`src/rtl/fp_pkg.sv`:
```
// Shared IEEE-754 single-precision field layout, class-flag positions and
// the default latency of the float multiplier this queue wraps.
package fp_pkg;

   localparam int FP_SIGN_BIT   = 31;
   localparam int FP_EXP_MSB    = 30;
   localparam int FP_EXP_LSB    = 23;
   localparam int FP_EXP_W      = FP_EXP_MSB - FP_EXP_LSB + 1;
   localparam int FP_FRAC_W     = 23;
   localparam int FP_W          = FP_SIGN_BIT + 1;

   localparam logic [FP_EXP_W-1:0] EXP_MAX = 8'hFF;

   localparam int FLAG_ZERO     = 0;
   localparam int FLAG_INF      = 1;
   localparam int FLAG_NAN      = 2;
   localparam int FLAG_W        = 3;

   localparam int FPMUL_LATENCY = 5;

   // Zero covers denormals too: only the exponent field is inspected.
   function automatic logic [FLAG_W-1:0] fp_classify(input logic [FP_W-1:0] z);
      logic [FP_EXP_W-1:0]  w_exp;
      logic [FP_FRAC_W-1:0] w_frac;
      w_exp  = z[FP_EXP_LSB +: FP_EXP_W];
      w_frac = z[FP_FRAC_W-1:0];
      fp_classify            = '0;
      fp_classify[FLAG_ZERO] = (w_exp == '0);
      fp_classify[FLAG_INF]  = (w_exp == EXP_MAX) && (w_frac == '0);
      fp_classify[FLAG_NAN]  = (w_exp == EXP_MAX) && (w_frac != '0);
   endfunction

endpackage

```
`src/rtl/fp_mul_result_queue_if.sv`:
```
// Operand, multiplier and result signals of the result queue, bundled with
// a slave view for the block and a master view for whoever drives it.
interface fp_mul_result_queue_if
   import fp_pkg::*;
#(
   parameter int TW = 4
);
   logic              iValid;
   logic              oReady;
   logic [FP_W-1:0]   iA;
   logic [FP_W-1:0]   iB;
   logic [TW-1:0]     iTag;
   logic [FP_W-1:0]   oMulA;
   logic [FP_W-1:0]   oMulB;
   logic [FP_W-1:0]   iMulZ;
   logic              oValid;
   logic              iReady;
   logic [FP_W-1:0]   oZ;
   logic [TW-1:0]     oTag;
   logic [FLAG_W-1:0] oFlags;

   modport slave (
      input  iValid, iA, iB, iTag, iMulZ, iReady,
      output oReady, oMulA, oMulB, oValid, oZ, oTag, oFlags
   );

   modport master (
      output iValid, iA, iB, iTag, iMulZ, iReady,
      input  oReady, oMulA, oMulB, oValid, oZ, oTag, oFlags
   );
endinterface

```
`src/rtl/fp_result_fifo.sv`:
```
// Synchronous FIFO holding captured products; the head is shown directly
// (zero when empty) and the occupancy count is exported for credit logic.
module fp_result_fifo #(
   parameter int W     = 39,
   parameter int DEPTH = 8
) (
   input  logic                     clk,
   input  logic                     resetn,
   input  logic                     i_wr,
   input  logic [W-1:0]             i_wdata,
   input  logic                     i_pop,
   output logic                     o_valid,
   output logic [W-1:0]             o_head,
   output logic [$clog2(DEPTH):0]   o_count
);
   localparam int AW = $clog2(DEPTH);

   logic [W-1:0]  r_mem [DEPTH];
   logic [AW-1:0] r_wr_ptr;
   logic [AW-1:0] r_rd_ptr;
   logic [AW:0]   r_count;
   logic          w_pop;

   assign o_valid = (r_count != '0);
   assign w_pop   = i_pop & o_valid;
   assign o_head  = o_valid ? r_mem[r_rd_ptr] : '0;
   assign o_count = r_count;

   always_ff @(posedge clk) begin
      if (i_wr) begin
         r_mem[r_wr_ptr] <= i_wdata;
      end
   end

   // Pointers wrap naturally; the count alone tells full from empty.
   always_ff @(posedge clk or negedge resetn) begin
      if (!resetn) begin
         r_wr_ptr <= '0;
         r_rd_ptr <= '0;
         r_count  <= '0;
      end else begin
         if (i_wr) begin
            r_wr_ptr <= r_wr_ptr + AW'(1);
         end
         if (w_pop) begin
            r_rd_ptr <= r_rd_ptr + AW'(1);
         end
         case ({i_wr, w_pop})
            2'b10:   r_count <= r_count + (AW+1)'(1);
            2'b01:   r_count <= r_count - (AW+1)'(1);
            default: r_count <= r_count;
         endcase
      end
   end
endmodule

```
`src/rtl/fp_mul_result_queue.sv`:
```
// Issue/collect wrapper for a fixed-latency float multiplier: tags ride a
// delay line alongside the multiplier and land, classified, in a result FIFO.
module fp_mul_result_queue
   import fp_pkg::*;
#(
   parameter int LATENCY = FPMUL_LATENCY,
   parameter int DEPTH   = 8,
   parameter int TW      = 4
) (
   input  logic                  clk,
   input  logic                  resetn,
   fp_mul_result_queue_if.slave  bus
);
   localparam int CW = $clog2(DEPTH) + 1;
   localparam int FW = FP_W + TW + FLAG_W;

   logic          w_accept;
   logic          w_capture;
   logic          r_dl_valid [LATENCY];
   logic [TW-1:0] r_dl_tag   [LATENCY];
   logic [CW-1:0] r_inflight;
   logic [CW-1:0] w_fifo_count;
   logic          w_fifo_valid;
   logic [FW-1:0] w_fifo_wdata;
   logic [FW-1:0] w_fifo_head;

   assign bus.oMulA = bus.iA;
   assign bus.oMulB = bus.iB;

   // Credits count every result not yet popped, so a capture always has room.
   assign bus.oReady = ({1'b0, w_fifo_count} + {1'b0, r_inflight}) < (CW+1)'(DEPTH);
   assign w_accept   = bus.iValid & bus.oReady;
   assign w_capture  = r_dl_valid[LATENCY-1];

   for (genvar gi = 0; gi < LATENCY; gi++) begin : g_dl
      if (gi == 0) begin : g_first
         always_ff @(posedge clk or negedge resetn) begin
            if (!resetn) begin
               r_dl_valid[gi] <= 1'b0;
               r_dl_tag[gi]   <= '0;
            end else begin
               r_dl_valid[gi] <= w_accept;
               r_dl_tag[gi]   <= bus.iTag;
            end
         end
      end else begin : g_rest
         always_ff @(posedge clk or negedge resetn) begin
            if (!resetn) begin
               r_dl_valid[gi] <= 1'b0;
               r_dl_tag[gi]   <= '0;
            end else begin
               r_dl_valid[gi] <= r_dl_valid[gi-1];
               r_dl_tag[gi]   <= r_dl_tag[gi-1];
            end
         end
      end
   end

   always_ff @(posedge clk or negedge resetn) begin
      if (!resetn) begin
         r_inflight <= '0;
      end else begin
         case ({w_accept, w_capture})
            2'b10:   r_inflight <= r_inflight + CW'(1);
            2'b01:   r_inflight <= r_inflight - CW'(1);
            default: r_inflight <= r_inflight;
         endcase
      end
   end

   assign w_fifo_wdata = {bus.iMulZ, r_dl_tag[LATENCY-1], fp_classify(bus.iMulZ)};

   fp_result_fifo #(
      .W     (FW),
      .DEPTH (DEPTH)
   ) u_fifo (
      .clk     (clk),
      .resetn  (resetn),
      .i_wr    (w_capture),
      .i_wdata (w_fifo_wdata),
      .i_pop   (bus.iReady),
      .o_valid (w_fifo_valid),
      .o_head  (w_fifo_head),
      .o_count (w_fifo_count)
   );

   assign bus.oValid = w_fifo_valid;
   assign bus.oZ     = w_fifo_head[FW-1 -: FP_W];
   assign bus.oTag   = w_fifo_head[FLAG_W +: TW];
   assign bus.oFlags = w_fifo_head[FLAG_W-1:0];
endmodule

```
`src/flat_wrapper.sv`:
```
// flat-port wrapper written by rule: the top's interface ports become plain ports
module fp_mul_result_queue_flat import fp_pkg::*;
#(
   parameter int LATENCY = FPMUL_LATENCY,
   parameter int DEPTH   = 8,
   parameter int TW      = 4
)
  (clk, resetn, bus_iValid, bus_iA, bus_iB, bus_iTag, bus_iMulZ, bus_iReady, bus_oReady, bus_oMulA, bus_oMulB, bus_oValid, bus_oZ, bus_oTag, bus_oFlags);
  fp_mul_result_queue_if #(.TW(TW)) bus_i ();
  input  logic clk;
  input  logic resetn;
  input wire logic [$bits(bus_i.iValid)-1:0] bus_iValid;
  input wire logic [$bits(bus_i.iA)-1:0] bus_iA;
  input wire logic [$bits(bus_i.iB)-1:0] bus_iB;
  input wire logic [$bits(bus_i.iTag)-1:0] bus_iTag;
  input wire logic [$bits(bus_i.iMulZ)-1:0] bus_iMulZ;
  input wire logic [$bits(bus_i.iReady)-1:0] bus_iReady;
  output wire logic [$bits(bus_i.oReady)-1:0] bus_oReady;
  output wire logic [$bits(bus_i.oMulA)-1:0] bus_oMulA;
  output wire logic [$bits(bus_i.oMulB)-1:0] bus_oMulB;
  output wire logic [$bits(bus_i.oValid)-1:0] bus_oValid;
  output wire logic [$bits(bus_i.oZ)-1:0] bus_oZ;
  output wire logic [$bits(bus_i.oTag)-1:0] bus_oTag;
  output wire logic [$bits(bus_i.oFlags)-1:0] bus_oFlags;
  assign bus_i.iValid = bus_iValid;
  assign bus_i.iA = bus_iA;
  assign bus_i.iB = bus_iB;
  assign bus_i.iTag = bus_iTag;
  assign bus_i.iMulZ = bus_iMulZ;
  assign bus_i.iReady = bus_iReady;
  assign bus_oReady = bus_i.oReady;
  assign bus_oMulA = bus_i.oMulA;
  assign bus_oMulB = bus_i.oMulB;
  assign bus_oValid = bus_i.oValid;
  assign bus_oZ = bus_i.oZ;
  assign bus_oTag = bus_i.oTag;
  assign bus_oFlags = bus_i.oFlags;
  fp_mul_result_queue #(.LATENCY(LATENCY), .DEPTH(DEPTH), .TW(TW)) u_core (.clk(clk), .resetn(resetn), .bus(bus_i));
endmodule
```
`config.mk`:
```
export PLATFORM = sky130hd
export DESIGN_NAME = fp_mul_result_queue_flat
export DESIGN_NICKNAME = d
export VERILOG_FILES = /design/src/rtl/fp_pkg.sv /design/src/rtl/fp_mul_result_queue_if.sv /design/src/rtl/fp_result_fifo.sv /design/src/rtl/fp_mul_result_queue.sv /design/src/flat_wrapper.sv
export SDC_FILE = /design/constraint.sdc
export NUM_CORES = 1
export LEC_CHECK = 0
export BUFFER_PORTS_ARGS = -buffer_cell sky130_fd_sc_hd__clkbuf_2
export CAP_MARGIN = 20
export CORE_AREA = 2 2 226 228
export CTS_BUF_LIST = sky130_fd_sc_hd__clkbuf_4
export DETAILED_ROUTE_END_ITERATION = 12
export DIE_AREA = 0 0 228 230
export PLACE_DENSITY = 0.54
export SLEW_MARGIN = 0
export SYNTH_ARGS = -nofsm -noshare
export SYNTH_HDL_FRONTEND = slang
export SYNTH_SLANG_ARGS = --single-unit
```
`constraint.sdc`:
```
create_clock -name clk -period 4.7 [get_ports clk]
set_clock_uncertainty 0.2 [all_clocks]
set_input_delay 0 -clock clk [delete_from_list [all_inputs] [get_ports clk]]
set_output_delay 0 -clock clk [all_outputs]
set_load 0.02 [all_outputs]
```
; Word-level counts from Yosys, hierarchy flattened
; Memories as Yosys holds them, arrays and structs flattened.
; Cells that the tools add are included.
[totals]
latch_bits = 0
out_inout_bits = 105
register_bits = 39
input_bits = 104
ram_bits = 312
mem_count = 1
romBits = 0
[mem_list]
columns = name, depth, width, rd, rd_ports_with_merged_regs, write_ports, line_no
row1 = u_core.u_fifo.r_mem, 8, 39, 1, 0, 1, fp_result_fifo.sv:18  ; logic [W-1:0] r_mem [DEPTH];
[op_classes]
magnitude_cmp = 1
n_mux = 5
n_shift = 0
n_reduce_logical = 8
n_mul = 0
n_addsub = 7
bitwise = 2
n_div = 0
n_eq_ne = 5
[ops]
columns = cell, count
row1 = $mux 39, 1
row2 = $logic_not 23->1, 1
row3 = $reduce_bool 23->1, 1
row4 = $pmux 4 s2, 2
row5 = $add 4x1->4 const B, 2
row6 = $eq 8x8->1 const B, 1
row7 = $logic_not 8->1, 1
row8 = $sub 4x1->4 const B, 2
row9 = $add 3x1->3 const B, 2
row10 = $add 4x4->5, 1
row11 = $lt 5x4->1 const B, 1
row12 = $eq 2x1->1 const B, 2
row13 = $eq 2x2->1 const B, 2
row14 = $reduce_bool 2->1, 2
row15 = $reduce_bool 4->1, 1
row16 = $and 1x1->1, 2
row17 = $logic_and 1x1->1, 2
row18 = $mux 1, 2

; Longest topological paths before layout
; Gate-level depths: netlist (run 1).
[depth]
ltp_word = 5
depth_mapped = 9
depth_no_buf = 9

; Hierarchy
; From an unflattened synthesis (run 1), not the netlist that was laid out.
[unflattened]
hier_cells = 692
area_unflattened_um2 = 13988.4
[by_module_without_submodules]
columns = mod, area_each_um2, seq_area_each_um2, cells_each, n_inst
row1 = fp_result_fifo, 12388.1, 9619.2, 550, 1
row2 = fp_mul_result_queue, 1600.3, 725.7, 142, 1

; Worst setup path before layout (run 1)
; No wires, ideal clock.
[synth_timing]
path_type = reg2reg
from = register u_core.u_fifo.r_count[1] (netlist: u_core.u_fifo.o_count[1])
to = register u_core.r_inflight[3]
period_less_slack_ns = 4.220
arrival_ns = 3.886
slack_ns = 0.480
n_path_buf = 0
path_stages_with_launch = 10
t_required_ns = 4.366
path_cell_list = dfrtp_1 -> ha_1 -> a31o_2 -> a2111oi_0 -> nand2_1 -> ha_1 -> ha_1 -> or4b_2 -> o311ai_0 -> o211ai_1
[synth_via]
elab_chain_cells = 5
[synth_rtl]
columns = item, line_no
row1 = from (decl), fp_result_fifo.sv:21  ; logic [AW:0] r_count;
row2 = from (signal assigned), fp_result_fifo.sv:49  ; 2'b10: r_count <= r_count + (AW+1)'(1);
row3 = from (signal assigned), fp_result_fifo.sv:50  ; 2'b01: r_count <= r_count - (AW+1)'(1);
row4 = from (signal assigned), fp_result_fifo.sv:51  ; default: r_count <= r_count;
row5 = $add 4x4->5 (*), fp_mul_result_queue.sv:31  ; assign bus.oReady = ({1'b0, w_fifo_count} + {1'b0, r_inflight}) < (CW+1)'(DEPTH);
row6 = $lt 5x4->1 (*), fp_mul_result_queue.sv:31
row7 = net bus_oReady, flat_wrapper.sv:18  ; output wire logic [$bits(bus_i.oReady)-1:0] bus_oReady;
row8 = $and 1x1->1 (*), fp_mul_result_queue.sv:32  ; assign w_accept = bus.iValid & bus.oReady;
row9 = $eq 2x1->1 or $eq 2x2->1 (tied branches), fp_mul_result_queue.sv:63  ; case ({w_accept, w_capture})
row10 = $pmux 4 s2 or $reduce_bool 2->1 (tied branches), -
row11 = to (signal assigned), fp_mul_result_queue.sv:64  ; 2'b10: r_inflight <= r_inflight + CW'(1);
row12 = to (signal assigned), fp_mul_result_queue.sv:65  ; 2'b01: r_inflight <= r_inflight - CW'(1);
row13 = to (signal assigned), fp_mul_result_queue.sv:66  ; default: r_inflight <= r_inflight;
row14 = to (decl), fp_mul_result_queue.sv:21  ; logic [CW-1:0] r_inflight;
; The timed path passes the listed nets; every way through them passes the cells marked *.
; A chain may end at the register's enable or synchronous reset.

; Worst setup path in the final report (run 1)
[layout_timing]
from = register u_core.u_fifo.r_count[1] (netlist: u_core.u_fifo.o_count[1])
to = register u_core.r_inflight[3]
[layout_via]
elab_chain_cells = 5
[layout_rtl]
columns = item, line_no
row1 = $add 4x4->5 (*), fp_mul_result_queue.sv:31
row2 = $lt 5x4->1 (*), fp_mul_result_queue.sv:31
row3 = $and 1x1->1 (*), fp_mul_result_queue.sv:32
row4 = $eq 2x1->1 or $eq 2x2->1 (tied branches), fp_mul_result_queue.sv:63
row5 = $pmux 4 s2 or $reduce_bool 2->1 (tied branches), -
; Mark *: on every way between the ends. The rest lies on a longest branch, timed or not.

==> results_dict.tcl, run 1 <==
set metrics [dict create \
    outcome "complete, no violations" \
    top_layer "met4" \
    fmax_ghz 0.269 \
    ys_seq_area_frac 0.748 \
    holdWs_ps 91.9 \
    ioPinCount 209 \
    rsz0062_at_grt "no" \
    cap_violations 0 \
    cts_tree "built" \
    fin_tns_setup_ps 0 \
    ys_top_cells_by_area "edfxtp_1, mux4_2, dfrtp_1" \
    pwr-share-comb 0.325 \
    finalCriticalPeriod_ps 3710 \
    dp_hpwl_um 16900 \
    leakagePower_uw 0.00592 \
    path_clk_slew_ps 70 \
    antenna_found_initial 3 \
    start_util 0.278 \
    min_period_over_period 0.790 \
    crit_path_end_kind "register" \
    synthesis.area_um2 13800 \
    ys_seq_elements 351 \
    grt_max_degree 65 \
    vdd_drop_max_mv 0.351 \
    dp_slack_ps 962 \
    setup_ws_ps 987 \
    place.gp.congestion 0.679 \
    htree_levels 3 \
    cellPowerDensity_nw_per_um2 566 \
    async_flop_share 0.111 \
    first_iter_violations 453 \
    worstMarginPinSlew_ps 1080 \
    fin_nets 1021 \
    cts-root-buf "clkbuf_4" \
    synthCells 663 \
    slew_headroom 0.278 \
    cpMostUsedCell "ha_1" \
    cp_cell_sequence "ha_1 > a31o_2 > a2111oi_0 > nand2_1 > ha_1 > ha_1 > or4b_2 > o311ai_0 > o211ai_1" \
    pwr-share-clk 0.268 \
    drt-total-wl_um 32000 \
    switching_share 0.335 \
    p_total_uw 9750 \
    finalSetupViolations 0 \
    critPathSlowestCell "a2111oi_0" \
    hold_class "in -> reg" \
    ys.flop_type "edfxtp_1" \
    grt_pass1_wl_um 47500 \
    crit_type "reg -> reg" \
    cts_buffers 94 \
    hold_violations 0 \
    met1Wirelength_um 13800 \
    cts_sinks 351 \
    cts-resized-gates 0 \
    portBuffers 80 \
    vias 7186 \
    drive_above_1_share 0.353 \
    grt_pass1_vias 7791 \
    synth_most_common_cell "edfxtp_1" \
    cts_buffer_depth 3 \
    area.growth.synth_to_final_pct 24.4 \
    met3_length_um 1580 \
    drc 0 \
    rows 82 \
    clk_latency_ps 770 \
    place_area_um2 14600 \
    synth_top_area_frac 0.677 \
    seq_power_share 0.407 \
    drt-vias-per-instance 4.38 \
    synth_edf_count 312 \
    synth_top_cell_by_area "edfxtp_1" \
    slowest_delay_ps 680 \
    drtAntennaViolNets 0 \
    grt_use_total 0.122 \
    synth_fp_nets 780 \
    critical_path.startpoint_type "register" \
    core_area_um2 49900 \
    p_sw_uw 3270 \
    overflow 0 \
    die_area_um2 52400 \
    die_w_um 228 \
    internal_power_uw 6480 \
    fp.dieH_um 230 \
    ys_warn_count 0 \
    synth_common_cells "edfxtp_1, mux4_2, buf_4, a22o_1, dfrtp_1" \
    wl_met2_um 15800 \
    post_drt_wl_per_cell_um 19.5 \
    post-cts-setup-buffer-count 0 \
    worst-path-max-fanout 9 \
    slew_viol_final 0 \
    drt-pass1-iter-count 4 \
    required_ps 5140 \
    design_area_um2 17200 \
    worst_ep_arrival_time_ps 4150 \
    yosysUniqueCellTypes 39 \
    postCtsHoldBufs 142 \
    syn-mean-instance-area_um2 20.9 \
]
-- final cells by class --
type / instances / area, µm²
fill: 4844 / 32700
sequential: 351 / 10400
multi-input combinational: 209 / 2880
timing repair buffer: 238 / 1940
clock buffer: 137 / 1030
tap: 672 / 841
clock inverter: 17 / 124
inverter: 10 / 37.5
antenna: 5 / 12.5
-- logic make-up after synthesis --
| kind of cell | synth area share |
|---|---|
| and+or+nand+nor | 0.0209 |
| DFF | 0.748 |
| AOI/OAI and AO/OA | 0.0328 |
| muxes | 0.132 |
| adders and majority gates | 0.0128 |
| xor gates and xnor gates | 0.00506 |
| buffers and inverters | 0.0491 |
-- cells in the final DEF, fill, tap and decap left out, types with 3 or more instances in the layout --
cell type / instances
edfxtp_1: 312
dlygate4sd3_1: 142
clkbuf_4: 137
clkbuf_2: 80
mux4_2: 78
a22o_1: 39
dfrtp_1: 37
buf_4: 16
ha_1: 11
inv_1: 10
clkinv_1: 10
nand2_1: 8
nor2_4: 6
nor3b_1: 6
diode_2: 5
nor4_1: 5
xnor2_1: 5
nand3_1: 5
mux2_2: 4
a21oi_1: 4
nand2b_1: 3
nand4_1: 3
xor2_1: 3
-- sequential cells by signal (all words and copies together) (netlist names) --
signal                  count
u_core.u_fifo.r_mem       312
u_core.r_dl_valid           4
u_core.r_dl_tag            20
u_core.u_fifo.r_wr_ptr      3
u_core.u_fifo.o_count       4
u_core.u_fifo.r_rd_ptr      3
u_core.r_inflight           4
u_core.w_capture            1
-- worst max-delay path: cells and delay by family, from the launching register on --
family                   cells  cell delay (ps)
AO/OA/AOI/OAI                4             1200
flip-flops                   1              410
AND/OR/NAND/NOR              2              800
adder cells (fa/ha/maj)      3              980
-- power groups by stage --
stage,Clock [µW],Sequential (µW),Combinational [µW]
final,2610,3970,3170
after global routing,2870,4010,3440
after CTS,2730,3980,3260
after detailed placement,0,4040,3110
after global placement,0,4030,3090
after floorplan,0,3870,2350
-- final timing paths --
check,from,end,slack (ps),cells after the start
min in group asynchronous,resetn,u_core.r_dl_tag[6],160,4
worst min-delay path,bus_iMulZ[30],u_core.u_fifo.r_mem[1][0],90,4
max in group asynchronous,resetn,u_core.u_fifo.r_rd_ptr[0],3720,4
worst max register to register,u_core.u_fifo.o_count[1],u_core.r_inflight[3],990,9
worst min register to register,u_core.r_dl_tag[10],u_core.r_dl_tag[6],140,0
worst max-delay path,u_core.u_fifo.o_count[1],u_core.r_inflight[3],990,9
-- metal layers --
metal | global-route usage | vias to the layer above
met1 | 0.151 | 3712
met3 | 0.0366 | 67
met2 | 0.199 | 212
met4 | 0.0474 | 0
li1 | - | 3195
met5 | 0 | -
-- metrics by stage --
stage	utilization	instances
floorplan	-	663
global placement	0.293	1338
detailed placement	0.293	1338
CTS	0.345	1634
global route	0.345	1639
finish	0.345	1639
Power figures use the tool's default switching activity.
==> run 2, diff against run 1 <==
--- a/config.mk
+++ b/config.mk
@@ -5,13 +5,14 @@
 export SDC_FILE = /design/constraint.sdc
 export NUM_CORES = 1
 export LEC_CHECK = 0
+export ABC_AREA = 1
 export BUFFER_PORTS_ARGS = -buffer_cell sky130_fd_sc_hd__clkbuf_2
 export CAP_MARGIN = 20
-export CORE_AREA = 2 2 226 228
+export CORE_AREA = 2 2 241 243
 export CTS_BUF_LIST = sky130_fd_sc_hd__clkbuf_4
 export DETAILED_ROUTE_END_ITERATION = 12
-export DIE_AREA = 0 0 228 230
-export PLACE_DENSITY = 0.54
+export DIE_AREA = 0 0 243 245
+export PLACE_DENSITY = 0.53
 export SLEW_MARGIN = 0
 export SYNTH_ARGS = -nofsm -noshare
 export SYNTH_HDL_FRONTEND = slang
==> constraint.sdc (replaced) <==
create_clock -name clk -period 3.7 [get_ports clk]
set_clock_uncertainty 0.2 [all_clocks]
set_input_delay 0 -clock clk [delete_from_list [all_inputs] [get_ports clk]]
set_output_delay 0 -clock clk [all_outputs]
set_load 0.02 [all_outputs]
==> run 2 against run 1 <==
  * Synthesized area increased by 14%
  * Final cell count rose by 61%
  * Sequential share of layout area shrank 6.4 points
  * Largest power group unchanged
==> results_dict.tcl, run 2 <==
set metrics [dict create \
    dp_hpwl_um 21900 \
    ioPinCount 209 \
    synth_common_cells "nand2_1, inv_1, edfxtp_1, nand3_1, nor2_1" \
    drt-total-wl_um 40100 \
    multiInputGateArea_um2 3430 \
    first_iter_violations 541 \
    grt_pass1_vias 10900 \
    crit_path_end_kind "output pin" \
    nFillCells 5876 \
    min_period_over_period 0.860 \
    worstMarginPinSlew_ps 1060 \
    core_area_um2 57000 \
    vias 11000 \
    regArea_um2 10400 \
    fin_nets 1918 \
    drt-vias-per-instance 4.17 \
    async_flop_share 0.111 \
    pwr-share-comb 0.369 \
    critical_path.startpoint_type "register" \
    synth_edf_count 312 \
    portBuffers 80 \
    antenna_found_initial 2 \
    ys_seq_elements 351 \
    rows 88 \
    top_register "u_core.u_fifo.r_mem" \
    drtAntennaViolNets 0 \
    required_ps 3500 \
    layout.cells.non_filler 2637 \
    yosysUniqueCellTypes 25 \
    p_sw_uw 5400 \
    vdd_drop_max_mv 0.376 \
    cts_buffers 96 \
    fp.dieH_um 245 \
    path_clk_slew_ps 60 \
    pwr-share-clk 0.251 \
    hold_violations 0 \
    slew_viol_final 0 \
    seq_power_share 0.380 \
    worst-path-max-fanout 62 \
    start_util 0.276 \
    grt_pass1_wl_um 62400 \
    finalSetupViolations 0 \
    hold_class "reg -> reg" \
    placed_cells 2326 \
    final_cell_mix "nand2_1, inv_1, edfxtp_1" \
    synth_top_cell_by_area "edfxtp_1" \
    drive_above_1_share 0.141 \
    cts_tree "built" \
    die_w_um 243 \
    cts-resized-gates 0 \
    ys.flop_type "edfxtp_1" \
    layout_commonest_cell "nand2_1" \
    slew_headroom 0.294 \
    crit_type "reg -> out" \
    cellPowerDensity_nw_per_um2 696 \
    top_regs "u_core.u_fifo.r_mem: 312 flops, u_core.r_dl_tag: 20 flops" \
    outcome "complete, no violations" \
    ys_top_cells_by_area "edfxtp_1, nand2_1, inv_1" \
    ys_seq_area_frac 0.657 \
    leakagePower_uw 0.00871 \
    fin_tns_setup_ps 0 \
    htree_levels 3 \
    synth_fp_nets 1706 \
    synthesis.area_um2 15700 \
    cap_violations 0 \
    cts-root-buf "clkbuf_4" \
    synth_most_common_cell "nand2_1" \
    rsz0062_at_grt "no" \
    die_area_um2 59500 \
    synthCells 1589 \
    synth_top_area_frac 0.595 \
    overflow 0 \
    clk_latency_ps 760 \
    startpoint "u_core.u_fifo.r_rd_ptr[1]" \
    drc 0 \
    min_from "u_core.r_dl_valid[2]" \
    grt_use_total 0.135 \
    fmax_ghz 0.314 \
    switching_share 0.403 \
    worst_ep_arrival_time_ps 2980 \
    internal_power_uw 8010 \
    ys_warn_count 0 \
    cts_buffer_depth 3 \
    cts_sinks 351 \
    grt_max_degree 118 \
    post_drt_wl_per_cell_um 15.2 \
    drt-pass1-iter-count 5 \
    area.growth.synth_to_final_pct 22.5 \
    syn-mean-instance-area_um2 9.91 \
    largest_reg_flops 312 \
    place.gp.congestion 0.736 \
    finalCriticalPeriod_ps 3180 \
    reg2reg_from "u_core.u_fifo.o_count[3]" \
]
[run 2: cell types whose count changed in the layout (fill, tap and decap cells not counted), moves of 39 or more]
cell,previous run,this run
a22o_1,39,0
inv_1,10,332
mux4_2,78,0
nand2_1,8,433
nand3_1,5,199
nor2_1,1,96
[run 2: layout make-up]
| class | count | share of cell area |
|---|---|---|
| sequential | 351 | 0.537 |
| multi-input combinational | 776 | 0.178 |
| timing repair buffer | 242 | 0.108 |
| inverter | 334 | 0.0652 |
| clock buffer | 136 | 0.0529 |
| tap | 765 | 0.0496 |
| clock inverter | 30 | 0.00869 |
| antenna | 3 | 0.000389 |
[run 2: final timing paths]
check	endpoint	slack, ps	cells after the start
hold reg to reg	u_core.r_dl_valid[1]	140	0
max in group asynchronous	u_core.u_fifo.r_rd_ptr[1]	2700	4
setup reg to reg	u_core.r_inflight[3]	1190	12
hold / removal	u_core.r_dl_valid[1]	140	0
min in group asynchronous	u_core.u_fifo.r_rd_ptr[0]	180	4
setup / recovery	bus_oZ[12]	520	6
[run 2: cells by family (layout without fill, tap and decap cells)]
family | after synthesis | in the layout | share of synthesized area
and+or+nand+nor | 747 | 747 | 0.196
buffers and inverters | 462 | 742 | 0.129
DFF | 351 | 351 | 0.657
adders and majority gates | 13 | 13 | 0.0113
AOI/OAI and AO/OA | 9 | 9 | 0.00302
xor gates and xnor gates | 7 | 7 | 0.00389
other | 0 | 3 | 0
[run 2: what timing repair did]
item / 4_1_cts / 5_1_grt
hold endpoints to repair: 399 / 0
setup buffers: 0 / 0
hold buffers: 142 / 0
[run 2: stage by stage]
step / setup slack [ps] / hold WS (ps) / util / area [µm²] / total power (µW)
2_1_floorplan: 632 / -496 / - / 15700 / 8440
3_3_place_gp: 1170 / -200 / 0.292 / 16700 / 10000
3_5_place_dp: 1160 / -200 / 0.292 / 16700 / 10000
4_1_cts: 424 / 93.9 / 0.338 / 19300 / 13700
5_1_grt: 282 / 131 / 0.338 / 19300 / 14400
6_report: 519 / 144 / 0.338 / 19300 / 13400
[run 2: layer usage]
layer | GRT usage | share of wire | up-vias
met2 | 0.227 | 0.48 | 390
li1 | - | - | 5393
met4 | 0.0496 | 0.026 | 0
met5 | 0 | 0 | -
met1 | 0.170 | 0.43 | 5139
met3 | 0.0319 | 0.060 | 82
[run 2: worst max-delay path, cell delays in order, from the launching register on]
cell	delay, ps
dfrtp_4	570
buf_4	720
nand3_1	150
nand3_1	120
nand2_1	60
nor2_1	340
clkbuf_2	250
[run 2: power groups by stage]
| stage | clock network (µW) | registers [µW] | logic (µW) |
|---|---|---|---|
| final | 3370 | 5090 | 4950 |
| after global routing | 3710 | 5150 | 5550 |
| after CTS | 3500 | 5090 | 5070 |
| after detailed placement | 0 | 5180 | 4860 |
| after global placement | 0 | 5160 | 4840 |
| after floorplan | 0 | 4910 | 3530 |
==> run 3, diff against run 2 <==
--- a/config.mk
+++ b/config.mk
@@ -8,11 +8,13 @@
 export ABC_AREA = 1
 export BUFFER_PORTS_ARGS = -buffer_cell sky130_fd_sc_hd__clkbuf_2
 export CAP_MARGIN = 20
+export CELL_PAD_IN_SITES_DETAIL_PLACEMENT = 2
+export CELL_PAD_IN_SITES_GLOBAL_PLACEMENT = 2
 export CORE_AREA = 2 2 241 243
 export CTS_BUF_LIST = sky130_fd_sc_hd__clkbuf_4
 export DETAILED_ROUTE_END_ITERATION = 12
 export DIE_AREA = 0 0 243 245
-export PLACE_DENSITY = 0.53
+export PLACE_DENSITY = 0.72
 export SLEW_MARGIN = 0
 export SYNTH_ARGS = -nofsm -noshare
 export SYNTH_HDL_FRONTEND = slang
==> run 3 against run 2 <==
  * Worst hold slack got worse by 11 ps
  * Final cell count increased by 0.68%
  * Fmax increased by 1.2%
  * Worst setup slack improved by 38 ps
  * Clock power increased by 6%
  * Routed wire length increased by 15%
  * Clock-buffer cell count increased by 8
  * Via count increased by 4.5%
  * Non-clock buffer count increased by 4
  * Power increased by 3.4%
  * Sequential power decreased by 3%
  * Core utilization increased by 0.16 points
==> results_dict.tcl, run 3 (same netlist as run 2, synthesis figures left out) <==
set metrics [dict create \
    outcome "complete, no violations" \
    start_util 0.276 \
    cellPowerDensity_nw_per_um2 716 \
    dp_hpwl_um 25400 \
    area.growth.synth_to_final_pct 23.0 \
    multiInputGateArea_um2 3430 \
    grt_max_degree 87 \
    hold_depth 0 \
    finalSetupViolations 0 \
    worstMarginPinSlew_ps 1040 \
    p_sw_uw 5710 \
    drc 0 \
    drtAntennaViolNets 0 \
    path_buf_inv 3 \
    path_clk_slew_ps 60 \
    core_area_um2 57000 \
    worst_ep_arrival_time_ps 2940 \
    crit_type "reg -> out" \
    slew_headroom 0.307 \
    leakagePower_uw 0.00879 \
    place.gp.congestion 0.702 \
    clk_latency_ps 810 \
    pwr-share-comb 0.386 \
    worst-path-max-fanout 42 \
    cts-root-buf "clkbuf_4" \
    largest_reg_flops 312 \
    rrSetupSlack_ps 1090 \
    utilization 0.340 \
    switching_share 0.412 \
    design_area_um2 19400 \
    cpLargestDelayFamily "buffers and inverters" \
    rsz0062_at_grt "no" \
    cpMostUsedCell "nand3_1" \
    finalCriticalPeriod_ps 3140 \
    vias 11500 \
    min_period_over_period 0.850 \
    htree_levels 3 \
    cts_tree "built" \
    portBuffers 80 \
    reg2regPathDepth 12 \
    antenna_found_initial 1 \
    post-cts-setup-buffer-count 0 \
    slew_viol_final 0 \
    fp.dieH_um 245 \
    slowest_delay_ps 600 \
    place_area_um2 16600 \
    cts_sinks 351 \
    path_depth 7 \
    die_w_um 243 \
    cts-resized-gates 0 \
    critPathSlowestCell "dfrtp_4" \
    drt-total-wl_um 46300 \
    critical_path.startpoint_type "register" \
    drive_above_1_share 0.145 \
    pwr-share-clk 0.257 \
    post_drt_wl_per_cell_um 17.4 \
    vdd_drop_max_mv 0.296 \
    grt_pass1_wl_um 70900 \
    layout_commonest_cell "nand2_1" \
    first_iter_violations 468 \
    rows 88 \
    fin_tns_setup_ps 0 \
    drt-pass1-iter-count 4 \
    final_cell_mix "nand2_1, inv_1, edfxtp_1" \
    ioPinCount 209 \
    hold_violations 0 \
    fin_nets 1925 \
    cp_cell_sequence "clkinv_2 > buf_12 > nand3_1 > nand3_1 > nand2_1 > nor2_1 > clkbuf_2" \
    cts_buffers 99 \
    grt_pass1_vias 13000 \
    seq_power_share 0.358 \
    internal_power_uw 8150 \
    worstHoldEndpoint "u_core.r_dl_tag[9]" \
    nFillCells 6334 \
    top_register "u_core.u_fifo.r_mem" \
    cap_violations 0 \
    r2r-end "u_core.r_inflight[3]" \
    fmax_ghz 0.318 \
    required_ps 3500 \
    top_regs "u_core.u_fifo.r_mem: 312 flops, u_core.r_dl_tag: 20 flops" \
    min_from "u_core.r_dl_tag[13]" \
    dp_slack_ps 1110 \
    grt_use_total 0.155 \
    overflow 0 \
    crit_path_end_kind "output pin" \
    setup_ws_ps 557 \
    hold_class "reg -> reg" \
    drt-vias-per-instance 4.33 \
    reg2reg_from "u_core.u_fifo.o_count[3]" \
    cts_buffer_depth 3 \
    die_area_um2 59500 \
    regArea_um2 10400 \
]
## run 3: power by group through the flow
| stage | clock [µW] | combinational [µW] | sequential [µW] |
|---|---|---|---|
| 5_1_grt | 3910 | 6000 | 4990 |
| 3_3_place_gp | 0 | 4960 | 5130 |
| 2_1_floorplan | 0 | 3530 | 4910 |
| 4_1_cts | 3700 | 5350 | 5070 |
| 3_5_place_dp | 0 | 5140 | 5160 |
| 6_report | 3560 | 5350 | 4960 |
## run 3: through the flow
step | power (µW) | hold slack, ps | instances
after floorplan | 8440 | -496 | 1589
after global placement | 10100 | -200 | 2327
after detailed placement | 10300 | -200 | 2327
after CTS | 14100 | 42.9 | 2653
after global routing | 14900 | 124 | 2655
final | 13900 | 133 | 2655
## run 3: layer usage
layer,wire [µm],vias to the layer above,track usage
met2,24300,193,0.286
li1,-,5404,-
met5,0,-,0
met3,1840,69,0.0358
met4,968,0,0.0540
met1,19100,5836,0.175
## run 3: final cells by class
type,instances,share of cell area
clock buffer,144,0.0558
clock inverter,38,0.00904
inverter,334,0.0649
sequential,351,0.535
multi-input combinational,776,0.177
antenna,1,0.000129
tap,765,0.0494
timing repair buffer,246,0.109
## run 3: timing repair
item / 4_1_cts / 5_1_grt
hold endpoints to repair: 399 / 0
hold buffers: 144 / 0
endpoints found under the setup margin: 0 / 0
## run 3: worst max-delay path by stage
stage / startpoint / to
after global placement: u_core.u_fifo.o_count[3] / u_core.r_inflight[3]
final: u_core.u_fifo.r_rd_ptr[1] / bus_oZ[7]
after global routing: u_core.u_fifo.r_rd_ptr[0] / bus_oFlags[0]
after detailed placement: u_core.u_fifo.o_count[3] / u_core.r_inflight[3]
after floorplan: u_core.w_capture / u_core.u_fifo.r_mem[0][0]
after CTS: u_core.u_fifo.r_rd_ptr[1] / bus_oZ[7]
